**src/rtl/axi_mem_arbiter.sv**
```systemverilog
// axi_mem_arbiter: shares one AXI4-Lite memory slave between a read-only fetch port (S0)
// and a read/write data port (S1), one transaction in flight, alternating on ties.
module axi_mem_arbiter #(
    parameter int AXI_AWIDTH = 4,
    parameter int AXI_DWIDTH = 32
) (
    input  logic                    AXI_ACLK,
    input  logic                    AXI_ARESET,
    input  logic [AXI_AWIDTH-1:0]   S0_ARADDR,
    input  logic                    S0_ARVALID,
    output logic                    S0_ARREADY,
    output logic [AXI_DWIDTH-1:0]   S0_RDATA,
    output logic [1:0]              S0_RRESP,
    output logic                    S0_RVALID,
    input  logic                    S0_RREADY,
    input  logic [AXI_AWIDTH-1:0]   S1_AWADDR,
    input  logic                    S1_AWVALID,
    output logic                    S1_AWREADY,
    input  logic [AXI_DWIDTH-1:0]   S1_WDATA,
    input  logic [AXI_DWIDTH/8-1:0] S1_WSTRB,
    input  logic                    S1_WVALID,
    output logic                    S1_WREADY,
    output logic [1:0]              S1_BRESP,
    output logic                    S1_BVALID,
    input  logic                    S1_BREADY,
    input  logic [AXI_AWIDTH-1:0]   S1_ARADDR,
    input  logic                    S1_ARVALID,
    output logic                    S1_ARREADY,
    output logic [AXI_DWIDTH-1:0]   S1_RDATA,
    output logic [1:0]              S1_RRESP,
    output logic                    S1_RVALID,
    input  logic                    S1_RREADY,
    output logic [AXI_AWIDTH-1:0]   M_AWADDR,
    output logic                    M_AWVALID,
    input  logic                    M_AWREADY,
    output logic [AXI_DWIDTH-1:0]   M_WDATA,
    output logic [AXI_DWIDTH/8-1:0] M_WSTRB,
    output logic                    M_WVALID,
    input  logic                    M_WREADY,
    input  logic [1:0]              M_BRESP,
    input  logic                    M_BVALID,
    output logic                    M_BREADY,
    output logic [AXI_AWIDTH-1:0]   M_ARADDR,
    output logic                    M_ARVALID,
    input  logic                    M_ARREADY,
    input  logic [AXI_DWIDTH-1:0]   M_RDATA,
    input  logic [1:0]              M_RRESP,
    input  logic                    M_RVALID,
    output logic                    M_RREADY
);
    typedef enum logic [1:0] {IDLE, GNT_F, GNT_DR, GNT_DW} state_t;
    state_t state;
    logic last_grant, ar_done, aw_done, w_done;
    logic gf, gdr, gdw, rq_f, rq_w, rq_d, pick_d, done;

    assign gf  = state == GNT_F;
    assign gdr = state == GNT_DR;
    assign gdw = state == GNT_DW;
    assign rq_f = S0_ARVALID;
    assign rq_w = S1_AWVALID & S1_WVALID;
    assign rq_d = rq_w | S1_ARVALID;
    // data wins when alone, or on a tie when fetch had the last grant
    assign pick_d = rq_d & (~rq_f | ~last_grant);
    assign done = ((gf | gdr) & M_RVALID & M_RREADY) | (gdw & M_BVALID & M_BREADY);

    always_ff @(posedge AXI_ACLK or posedge AXI_ARESET) begin
        if (AXI_ARESET) begin
            state      <= IDLE;
            last_grant <= 1'b1;
            ar_done    <= 1'b0;
            aw_done    <= 1'b0;
            w_done     <= 1'b0;
        end else if (state == IDLE) begin
            if (rq_f | rq_d) begin
                state      <= pick_d ? (rq_w ? GNT_DW : GNT_DR) : GNT_F;
                last_grant <= pick_d;
            end
        end else if (done) begin
            state   <= IDLE;
            ar_done <= 1'b0;
            aw_done <= 1'b0;
            w_done  <= 1'b0;
        end else begin
            ar_done <= ar_done | (M_ARVALID & M_ARREADY);
            aw_done <= aw_done | (M_AWVALID & M_AWREADY);
            w_done  <= w_done | (M_WVALID & M_WREADY);
        end
    end

    assign M_ARADDR   = gf ? S0_ARADDR : gdr ? S1_ARADDR : '0;
    assign M_ARVALID  = ~ar_done & (gf ? S0_ARVALID : gdr & S1_ARVALID);
    assign S0_ARREADY = gf & M_ARREADY & ~ar_done;
    assign S1_ARREADY = gdr & M_ARREADY & ~ar_done;
    assign M_RREADY   = gf ? S0_RREADY : gdr & S1_RREADY;
    assign S0_RVALID  = gf & M_RVALID;
    assign S1_RVALID  = gdr & M_RVALID;
    assign S0_RDATA   = M_RDATA;
    assign S1_RDATA   = M_RDATA;
    assign S0_RRESP   = M_RRESP;
    assign S1_RRESP   = M_RRESP;

    assign M_AWADDR   = gdw ? S1_AWADDR : '0;
    assign M_AWVALID  = gdw & S1_AWVALID & ~aw_done;
    assign S1_AWREADY = gdw & M_AWREADY & ~aw_done;
    assign M_WDATA    = gdw ? S1_WDATA : '0;
    assign M_WSTRB    = gdw ? S1_WSTRB : '0;
    assign M_WVALID   = gdw & S1_WVALID & ~w_done;
    assign S1_WREADY  = gdw & M_WREADY & ~w_done;
    assign M_BREADY   = gdw & S1_BREADY;
    assign S1_BVALID  = gdw & M_BVALID;
    assign S1_BRESP   = M_BRESP;
endmodule

```
**config.mk**
```make
export PLATFORM = sky130hd
export DESIGN_NAME = axi_mem_arbiter
export DESIGN_NICKNAME = d
export VERILOG_FILES = /design/src/rtl/axi_mem_arbiter.sv
export SDC_FILE = /design/constraint.sdc
export NUM_CORES = 1
export LEC_CHECK = 0
export ABC_AREA = 1
export ABC_CLOCK_PERIOD_IN_PS = 1500
export BUFFER_PORTS_ARGS = -buffer_cell sky130_fd_sc_hd__buf_2
export CORE_AREA = 2 2 86 88
export CTS_BUF_LIST = sky130_fd_sc_hd__clkbuf_4 sky130_fd_sc_hd__clkbuf_8
export DETAILED_ROUTE_END_ITERATION = 7
export DIE_AREA = 0 0 88 90
export GPL_ROUTABILITY_DRIVEN = 0
export PLACE_DENSITY = 0.58
export REMOVE_ABC_BUFFERS = 1
export SYNTH_ARGS = -nofsm -noshare
export SYNTH_HDL_FRONTEND = slang
export SYNTH_SLANG_ARGS = --single-unit
export TNS_END_PERCENT = 10
```
**constraint.sdc**
```tcl
create_clock -name AXI_ACLK -period 1.5 [get_ports AXI_ACLK]
set_input_delay 0.15 -clock AXI_ACLK [delete_from_list [all_inputs] [get_ports AXI_ACLK]]
set_output_delay 0.15 -clock AXI_ACLK [all_outputs]
set_load 0.05 [all_outputs]
```
[Word level (Yosys, flattened, before mapping)]
Index checks and enable logic that the tools add are counted.
Widths: inputs -> output; s select.
Operators by class
  equal/unequal tests: 4
  mux-type cells: 15
  bitwise logic cells: 40
  reductions and logical operators: 4
Operators with widths (number)
  $mux 32: 1
  $and 1x1->1: 27
  $mux 4: 4
  $mux 2: 4
  $or 1x1->1: 8
  $mux 1: 6
  $not 1->1: 5
  $eq 2x2->1 const B: 2
  $reduce_and 2->1: 2
  $eq 2x1->1 const B: 1
  $logic_not 2->1: 1
  $ne 2x1->1 const B: 1
  $reduce_bool 2->1: 1
Storage, ports and cells
  flip-flop bits (word level): 6
  bits of input ports: 98
  output and inout bits: 126
  word-level logic and storage cells: 68

[Logic depth before layout (Yosys ltp)]
Gate-level depths: netlist (run 1).
  depth in word-level cells: 7
  gate-level depth with buffers: 11
  gate-level depth less buffers: 10

[Least setup slack after synthesis (run 1)]
No wires, ideal clock.
  path type: register to output
  from: register state[1]
  to: output S0_ARREADY
  data arrival time: 1.848 ns
  data required time: 1.350 ns
  setup slack: -0.498 ns
  stages on the path, launching flop included: 6
  buffers on the path: 1
  cells stage by stage: dfrtp_1 > inv_1 > ha_1 > buf_6 > inv_6 > nor3_1
On the way
  word-level cells in the longest chain between the ends: 3
RTL lines
  from (decl): RTL line 52  | state_t state;
  from (signal assigned): RTL line 75  | state <= pick_d ? (rq_w ? GNT_DW : GNT_DR) : GNT_F;
  $eq 2x1->1: RTL line 56  | assign gf = state == GNT_F;
  $and 1x1->1 (2 in a row): RTL line 92  | assign S0_ARREADY = gf & M_ARREADY & ~ar_done;
  to (decl): RTL line 11  | output logic S0_ARREADY,
Every way passes these cells.

[Worst setup path in the final report (run 1)]
  from: register state[1]
  to: output M_ARADDR[1]
On the way
  word-level cells in the longest chain between the ends: 3
  elaborated cells on any way between the ends: 4
RTL lines
  $eq 2x2->1: RTL line 57  | assign gdr = state == GNT_DR;
  $mux 4: RTL line 90  | assign M_ARADDR = gf ? S0_ARADDR : gdr ? S1_ARADDR : '0;
  $mux 4 *: RTL line 90
  to (decl): RTL line 43  | output logic [AXI_AWIDTH-1:0] M_ARADDR,
Every way passes the cells marked *; elsewhere a longest branch is shown, timed or not.

==> results.txt, run 1 <==
Status - finished, violations left
Violated checks - setup timing
Vias in the first global route - 1463
Pre-Repair DR Iteration Count - 5
Synthesis Warnings - 0
Residual DRC count - 0
Hold Crit Class - input port to flip-flop
Most frequent cells in the layout - buf_2 (61), nand2_1 (53), buf_6 (52)
Final setup margin - -0.0933 ns
MaxCap Viol Count - 0
Layout Nets - 394
Final setup violation count - 39
Layout Cell Area excl Fill - 2170 µm²
CORE AREA - 7020 µm²
Unique masters post-synth - 21
Largest net degree at the start of global routing - 18
Cts bufs inserted - 3
Pre-CTS WS - -0.0652 ns
DR WL/cell - 20.7 µm
DIE WIDTH - 88 µm
Post-Layout Cell Count - 392
Die Ht - 90 µm
RSZ-0062 raised after global routing - yes
Post-route minimum period - 1.59 ns
Max incr delay on CP - 0.44 ns
DP Cell Count - 377
Placement Rows - 31
Critical Path AT - 1.44 ns
Worst-path fanout max - 5
HPWL after DPL - 7.04 mm
Nature of the critical path startpoint - flip-flop
First-pass GRT wire length - 10.1 mm
All-Layer GR Usage - 18.6%
Worst-path clk slew - 0.04 ns
Final ANT Viol Nets - 0
Max-slew violations - 0
Clock power share - 6.2%
WL final - 8.10 mm
Worst path slowest cell - dfrtp_2
Total grt overflow - 0
Slew HR - 84.1%
Initial antenna violation count - 4
Fmax achieved - 0.628 GHz
Seq cells post-synth - 6
Syn_area_per_cell - 5.99 µm²
Synthesized instance count - 232
Via count - 1538
Clk root buf - clkbuf_8
Switching share of power - 57.0%
Clk_skew - 0.00494 ns
Port Buffer Count - 117
Worst vdd rail ir drop - 0.458 mV
CTS Sinks - 6
Static leakage - 0.00134 µW
Fraction of layout instances using a drive strength above 1 - 70.4%
Drt first-iter violations - 54
Synthesized area - 1390 µm²
Max Root-Sink Buffers - 2
Combinational power share - 85.5%
Vias per std cell - 3.92
Bufs and invs on worst path - 4
Delay-heaviest family, CP - flip-flops
Worst Tran Pin Value - 0.238 ns
Filler cell count - 755
Post-synthesis sequential area ratio - 10.9%
Area delta synth->final - 56.2%
Clk Latency, worst-skew pair - 0.22 ns
Final period util - 106%
Initial Utilization - 19.8%
Most common cell after layout, fill and taps aside - buf_2
Pint - 1910 µW
Post-DP Area - 1590 µm²
Reg power frac - 8.4%
Multi-input logic area - 548 µm²
Area occupied by registers - 154 µm²
Fin. Hold Viols - 0
PwrDens - 2050 nW/µm²
H-tree depth - 1
TritonCTS clock tree - built
Final Util - 30.9%
Critical Path RT - 1.35 ns
Psw - 2540 µW
Area of the die - 7920 µm²
Critical Path, Cell by Cell - inv_2, ha_4, clkinv_4, nand2_4, inv_4, a22o_1, buf_6
Worst Setup End Kind - output pin
I/O pin count - 224
Kind of critical path - flip-flop to output pin
-- kinds of logic after synthesis --
| logic type | count (synthesis) | synth area share (%) |
|---|---|---|
| AO/OA/AOI/OAI | 15 | 7.02 |
| AND/OR/NAND/NOR | 75 | 22.4 |
| flip-flops | 6 | 10.9 |
| adder cells (fa/ha/maj) | 4 | 3.60 |
| buffers and inverters | 132 | 56.1 |
-- per-layer routing --
layer  wire length (µm)  track usage [%]  part of all wire, %  vias up
met3               1970             22.4                   24       11
met1               2060             13.4                   25      657
met5                 74             4.90                 0.91        -
met4                110             3.46                  1.4        6
li1                   -                -                    -      717
met2               3880             30.5                   48      147
-- tightest hold or removal path, cell delays in order --
cell and delay (ns):
buf_2 0.10, a31oi_1 0.08, a21oi_1 0.11
-- power by group through the flow --
stage | clock (µW) | sequential, µW | combinational [µW]
2_1_floorplan | 0 | 309 | 2150
3_3_place_gp | 0 | 325 | 2830
3_5_place_dp | 0 | 328 | 2860
4_1_cts | 282 | 364 | 3570
5_1_grt | 290 | 387 | 4010
6_report | 274 | 372 | 3800
-- sequential cells by signal, summed over array words and instances (netlist names) --
name,cells
state,2
ar_done,1
aw_done,1
last_grant,1
w_done,1
-- synth_stat cells, drive strengths merged --
library cell / number / share of area [%]
a21oi: 5 / 1.8
dfrtp: 5 / 9.0
ha: 4 / 3.6
o21ai: 2 / 0.72
buf: 76 / 41
dfstp: 1 / 1.9
o211ai: 2 / 1.1
a31oi: 2 / 0.90
a22o: 4 / 2.5
inv: 56 / 15
nor2: 6 / 1.6
nand2: 65 / 19
nor3: 1 / 0.36
nand3: 3 / 1.4
-- cell type report --
| class | count | area share [%] |
|---|---|---|
| Timing Repair Buffer | 131 | 49.5 |
| Multi-Input combinational cell | 94 | 25.2 |
| Inverter | 56 | 10.0 |
| Sequential cell | 6 | 7.09 |
| Tap cell | 99 | 5.71 |
| Clock buffer | 4 | 2.25 |
| Antenna cell | 2 | 0.231 |
-- final timing paths --
check	start	cells after the start	slack, ns	to
worst min-delay path	S1_AWVALID	3	0.26	aw_done
worst max register to register	state[0]	10	0.08	state[1]
min in group asynchronous	AXI_ARESET	3	0.39	aw_done
max in group asynchronous	AXI_ARESET	3	0.84	last_grant
worst min register to register	last_grant	2	0.50	last_grant
worst max-delay path	state[1]	7	-0.09	M_ARADDR[1]
-- through the flow --
step                      TNS, ns  hold WS [ns]  total power, µW
after floorplan            -18.08       -0.0598             2460
after global placement          0        0.0809             3160
after detailed placement   -0.182        0.0888             3190
after CTS                   -2.12         0.263             4210
after global routing        -4.19         0.291             4680
final                       -2.03         0.259             4450
-- what timing repair did --
item,CTS,global route
cloned,1,0
pin swaps,3,3
resized for setup,112,24
hold buffers,1,0
setup endpoints to repair,56,55
buffers inserted,3,4
hold endpoints to repair,5,0
Power figures use the tool's default switching activity.
==> inputs of run 2 (changes only) <==
--- a/config.mk
+++ b/config.mk
@@ -9,7 +9,7 @@
 export ABC_CLOCK_PERIOD_IN_PS = 1500
 export BUFFER_PORTS_ARGS = -buffer_cell sky130_fd_sc_hd__buf_2
 export CORE_AREA = 2 2 86 88
-export CTS_BUF_LIST = sky130_fd_sc_hd__clkbuf_4 sky130_fd_sc_hd__clkbuf_8
+export CTS_BUF_LIST = sky130_fd_sc_hd__clkbuf_2
 export DETAILED_ROUTE_END_ITERATION = 7
 export DIE_AREA = 0 0 88 90
 export GPL_ROUTABILITY_DRIVEN = 0
==> results.txt, run 2 (same netlist as run 1, synthesis figures left out) <==
Drt first-iter violations - 55
MaxCap Viol Count - 0
Total grt overflow - 0
Final Util - 31.3%
Fin. Hold Viols - 0
Delay-heaviest family, CP - flip-flops
All-Layer GR Usage - 18.5%
Initial antenna violation count - 4
Final setup violation count - 40
Hold Crit Class - input port to flip-flop
Placement Rows - 31
Cts bufs inserted - 3
Most common cell after layout, fill and taps aside - buf_2
Bufs and invs on worst path - 4
Fraction of layout instances using a drive strength above 1 - 72.2%
Nature of the critical path startpoint - flip-flop
Worst-path clk slew - 0.07 ns
Max reg flops - 2
Initial Utilization - 19.8%
DP Cell Count - 377
Clk Latency, worst-skew pair - 0.22 ns
Violated checks - setup timing
Final period util - 107%
Post-route minimum period - 1.60 ns
DIE WIDTH - 88 µm
Worst-path fanout max - 5
Top reg by flops - state
Worst Setup End Kind - output pin
Most frequent cells in the layout - buf_2 (61), buf_6 (54), nand2_1 (50)
Filler cell count - 752
Critical Path RT - 1.35 ns
Final ANT Viol Nets - 0
Post-Layout Cell Count - 392
HPWL after DPL - 7.04 mm
DR WL/cell - 20.8 µm
Residual DRC count - 0
WL final - 8.16 mm
Vias per std cell - 3.89
PwrDens - 2010 nW/µm²
Static leakage - 0.00134 µW
RSZ-0062 raised after global routing - yes
Kind of critical path - flip-flop to output pin
Status - finished, violations left
Final Power - 4400 µW
Clk root buf - clkbuf_2
Largest net degree at the start of global routing - 18
Clk_skew - 0.00990 ns
Critical Path, Cell by Cell - inv_2, ha_4, clkinv_4, nand2_4, inv_4, a22o_1, buf_6
Slew HR - 84.1%
Critical Path AT - 1.45 ns
Vias in the first global route - 1462
CTS Sinks - 6
First-pass GRT wire length - 10.1 mm
Max incr delay on CP - 0.45 ns
Pre-CTS WS - -0.0652 ns
Max-slew violations - 0
Post-Route Setup TNS - -2.29 ns
Pre-Repair DR Iteration Count - 4
Layout Nets - 394
Port Buffer Count - 117
Worst Tran Pin Value - 0.239 ns
Area delta synth->final - 57.9%
Max Root-Sink Buffers - 2
Worst path slowest cell - dfrtp_2
H-tree depth - 1
Via count - 1523
Area of the die - 7920 µm²
Die Ht - 90 µm
CORE AREA - 7020 µm²
TritonCTS clock tree - built
Worst vdd rail ir drop - 0.465 mV
I/O pin count - 224
Final setup margin - -0.101 ns
Fmax achieved - 0.625 GHz
==> run 2: changes by cell type in the layout (fill, tap and decap cells not counted), moves of 2 or more <==
cell and delta:
nand2_1 -3, clkbuf_2 +4, buf_8 +4, clkbuf_8 -3
nand2_2 +2, buf_6 +2, buf_4 -6
==> run 2: layout make-up <==
cell class                 count  area (µm²)  area share, %
clock buffer                   4        20.0          0.912
multi-input combinational     94         563           25.7
sequential                     6         154           7.01
tap                           99         124           5.64
inverter                      56         218           9.92
antenna                        2        5.00          0.228
timing repair buffer         131        1110           50.6
==> run 2: worst paths after layout <==
path,start,end,slack (ns),cells past startpoint
worst max-delay path,state[1],M_ARADDR[1],-0.10,7
worst min-delay path,S1_AWVALID,aw_done,0.26,3
worst max register to register,state[0],state[1],0.07,10
worst min register to register,last_grant,last_grant,0.51,2
max in group asynchronous,AXI_ARESET,last_grant,0.84,3
min in group asynchronous,AXI_ARESET,aw_done,0.39,3
==> run 2: repair_timing <==
action,in CTS,in global routing
hold endpoints to repair,5,0
hold buffers,1,0
pin swaps,2,3
gates cloned,1,0
endpoints found under the setup margin,56,58
setup buffers,3,4
resized for setup,113,39
==> run 2: worst min-delay path, stage by stage <==
cell     delay, ns
buf_2         0.10
a31oi_1       0.08
a21oi_1       0.11
==> run 2: report_power, final <==
part	switching, µW	internal [µW]
clock	60.5	70.8
combinational	2390	1510
sequential	113	260
total	2560	1840
==> run 2: layer usage <==
layer  GRT usage [%]  wire length [µm]  part of all wire [%]
met5            6.29                93                   1.1
met4            3.08                85                   1.0
met3            22.2              1940                    24
met2            30.4              3960                    48
met1            13.3              2080                    26
==> run 2: stage by stage <==
stage	hold slack (ns)	instance area, µm²
2_1_floorplan	-0.0598	826
3_3_place_gp	0.0809	1590
3_5_place_dp	0.0888	1590
4_1_cts	0.254	2020
5_1_grt	0.272	2190
6_report	0.257	2190
==> inputs of run 3 (changes only) <==
--- a/config.mk
+++ b/config.mk
@@ -5,16 +5,16 @@
 export SDC_FILE = /design/constraint.sdc
 export NUM_CORES = 1
 export LEC_CHECK = 0
-export ABC_AREA = 1
 export ABC_CLOCK_PERIOD_IN_PS = 1500
 export BUFFER_PORTS_ARGS = -buffer_cell sky130_fd_sc_hd__buf_2
-export CORE_AREA = 2 2 86 88
+export CORE_AREA = 2 2 87 89
 export CTS_BUF_LIST = sky130_fd_sc_hd__clkbuf_2
 export DETAILED_ROUTE_END_ITERATION = 7
-export DIE_AREA = 0 0 88 90
+export DIE_AREA = 0 0 89 91
 export GPL_ROUTABILITY_DRIVEN = 0
-export PLACE_DENSITY = 0.58
+export PLACE_DENSITY = 0.57
 export REMOVE_ABC_BUFFERS = 1
+export SKIP_LAST_GASP = 1
 export SYNTH_ARGS = -nofsm -noshare
 export SYNTH_HDL_FRONTEND = slang
 export SYNTH_SLANG_ARGS = --single-unit
==> results.txt, run 3 <==
Status - finished, violations left
Violated checks - setup timing
Clk root buf - clkbuf_2
Fmax achieved - 0.635 GHz
RSZ-0062 raised after global routing - yes
Largest net degree at the start of global routing - 38
Worst vdd rail ir drop - 0.336 mV
Synthesis Warnings - 0
Area of the die - 8100 µm²
Worst-path clk slew - 0.06 ns
Hold Crit Class - input port to flip-flop
Syn_area_per_cell - 7.43 µm²
Via count - 1394
Critical Path, Cell by Cell - inv_2, ha_4, nand3b_1, a21oi_2, buf_6
Max Root-Sink Buffers - 2
All-Layer GR Usage - 19.5%
Max-slew violations - 0
Kind of critical path - flip-flop to output pin
Clk Latency, worst-skew pair - 0.21 ns
Initial antenna violation count - 6
Synthesized instance count - 181
Fin. Hold Viols - 0
Top reg by flops - state
Worst Tran Pin Value - 0.266 ns
Most common cell after layout, fill and taps aside - buf_2
Area delta synth->final - 39.3%
Final setup violation count - 57
Post-synthesis sequential area ratio - 11.3%
First-pass GRT wire length - 10.6 mm
Fraction of registers with async set/reset - 100%
Layout Nets - 339
DR top layer - met5
Fraction of layout instances using a drive strength above 1 - 64.4%
MaxCap Viol Count - 0
Seq cells post-synth - 6
Total grt overflow - 0
Residual DRC count - 0
Post-route minimum period - 1.58 ns
Clk_skew - 0.00237 ns
Worst-path fanout max - 4
Layout Cell Area excl Fill - 1870 µm²
Most common cell in the netlist - buf_4
Metal2 WL - 3.57 mm
Final period util - 105%
Vias in the first global route - 1393
Hold endpoint - aw_done
Filler cell count - 800
Vias per std cell - 4.10
Primary FF master, synth - dfrtp_1
Bufs and invs on worst path - 2
Delay-heaviest family, CP - flip-flops
Hold path cells - 3
Synth area leaders - buf_4 (39%), and2_1 (20%), dfrtp_1 (9.3%), ha_1 (3.7%), nand2_1 (3.6%)
Post-synth EDFFs - 0
M1 wire length - 2.33 mm
DR WL/cell - 24.9 µm
Worst Hold Launch - S1_AWVALID
Post-synth top area cell - buf_4
Final Power - 3840 µW
Reg2reg start - state[0]
Worst path slowest cell - dfrtp_2
DIE WIDTH - 89 µm
Static leakage - 0.00101 µW
Pre-CTS WS - -0.105 ns
CTS Sinks - 6
Synthesized area - 1350 µm²
Most frequent cells in the layout - buf_2 (72), and2_1 (43), buf_4 (42)
Most frequent cells after synthesis - buf_4 (70), and2_1 (43), nand2_1 (13)
Drt first-iter violations - 39
Final ANT Viol Nets - 0
Worst reg-to-reg path cell count - 7
Max reg flops - 2
Critical Path RT - 1.35 ns
R2r endpoint - state[1]
Min Hold Slack - 0.244 ns
H-tree depth - 1
Critical Path AT - 1.43 ns
I/O pin count - 224
Nature of the critical path startpoint - flip-flop
Max incr delay on CP - 0.42 ns
Slew HR - 82.4%
Placement Rows - 31
Flop2flop setup slack - 0 ns
PwrDens - 2050 nW/µm²
Final setup margin - -0.0757 ns
Worst Setup End Kind - output pin
WL final - 8.46 mm
Met3 WL - 2.27 mm
Cts bufs inserted - 3
Die Ht - 91 µm
Pre-Repair DR Iteration Count - 4
CORE AREA - 7140 µm²
Post-DP Area - 1580 µm²
Port Buffer Count - 117
TritonCTS clock tree - built
Share of the synthesized area in the top cell type - 39.1%
HPWL after DPL - 7.65 mm
Initial Utilization - 18.8%
Unique masters post-synth - 31
run 3: cell types whose count changed in the layout (fill, tap and decap cells not counted), sizes merged, moves of 3 or more:
cell | previous run | this run
nand2 | 65 | 13
inv | 55 | 4
and2 | 0 | 45
and3b | 0 | 6
a21oi | 5 | 2
a22o | 4 | 1
diode | 2 | 5
nor2 | 6 | 3
o21ai | 2 | 5
run 3: cells by family (layout without fill, tap and decap cells):
kind of cell / after synthesis / after routing / synth area share (%)
multiplexers: 1 / 1 / 0.744
AO/OA/AOI/OAI: 16 / 16 / 8.09
adder cells (fa/ha/maj): 4 / 4 / 3.72
buffers and inverters: 82 / 137 / 43.2
flip-flops: 6 / 6 / 11.3
other: 0 / 5 / 0
AND/OR/NAND/NOR: 72 / 72 / 33.0
run 3: how the worst max path moves through the flow:
stage	to	from	cells after the start	slack (ns)
after floorplan	M_ARADDR[0]	state[0]	4	-0.60
after global placement	state[1]	state[0]	7	-0.006
after detailed placement	state[1]	state[0]	7	-0.10
after CTS	M_ARVALID	state[0]	5	-0.07
after global routing	M_ARADDR[1]	state[0]	6	-0.15
final	M_ARVALID	state[1]	5	-0.08
run 3: cell type report:
| class | instances | area (µm²) | share of cell area, % |
|---|---|---|---|
| antenna | 5 | 12.5 | 0.668 |
| timing repair buffer | 128 | 858 | 45.8 |
| sequential | 6 | 154 | 8.21 |
| clock buffer | 4 | 20.0 | 1.07 |
| inverter | 5 | 21.3 | 1.13 |
| tap | 99 | 124 | 6.61 |
| multi-input combinational | 93 | 684 | 36.5 |
run 3: worst min-delay path, delay by kind of cell:
kind / cells / cell delay [ns]
buf+inv: 1 / 0.10
simple gates: 1 / 0.08
compound gates: 1 / 0.08
run 3: repair_timing:
item	CTS	global route
endpoints found under the hold margin	5	0
setup buffers	3	1
gates resized for setup	75	2
hold buffers	1	0
endpoints found under the setup margin	60	61
pin swaps	5	2
run 3: metrics by stage:
step / util [%] / TNS (ns) / std cells
finish: 26.3 / -1.28 / 340
global route: 26.2 / -5.27 / 337
CTS: 25.8 / -2.04 / 334
detailed placement: 22.1 / -0.563 / 326
global placement: 22.1 / -0.00563 / 326
floorplan: - / -11.23 / 104
run 3: routing by layer:
| layer | track usage, % | up-vias |
|---|---|---|
| li1 | - | 624 |
| met1 | 14.7 | 594 |
| met2 | 28.2 | 152 |
| met3 | 26.6 | 18 |
| met4 | 5.10 | 6 |
| met5 | 7.69 | - |
run 3: where the power goes:
group          switching, µW  internal (µW)  total (µW)
clock network           54.2           70.6         125
registers                107            259         365
logic                   2120           1230        3350
total                   2280           1560        3840
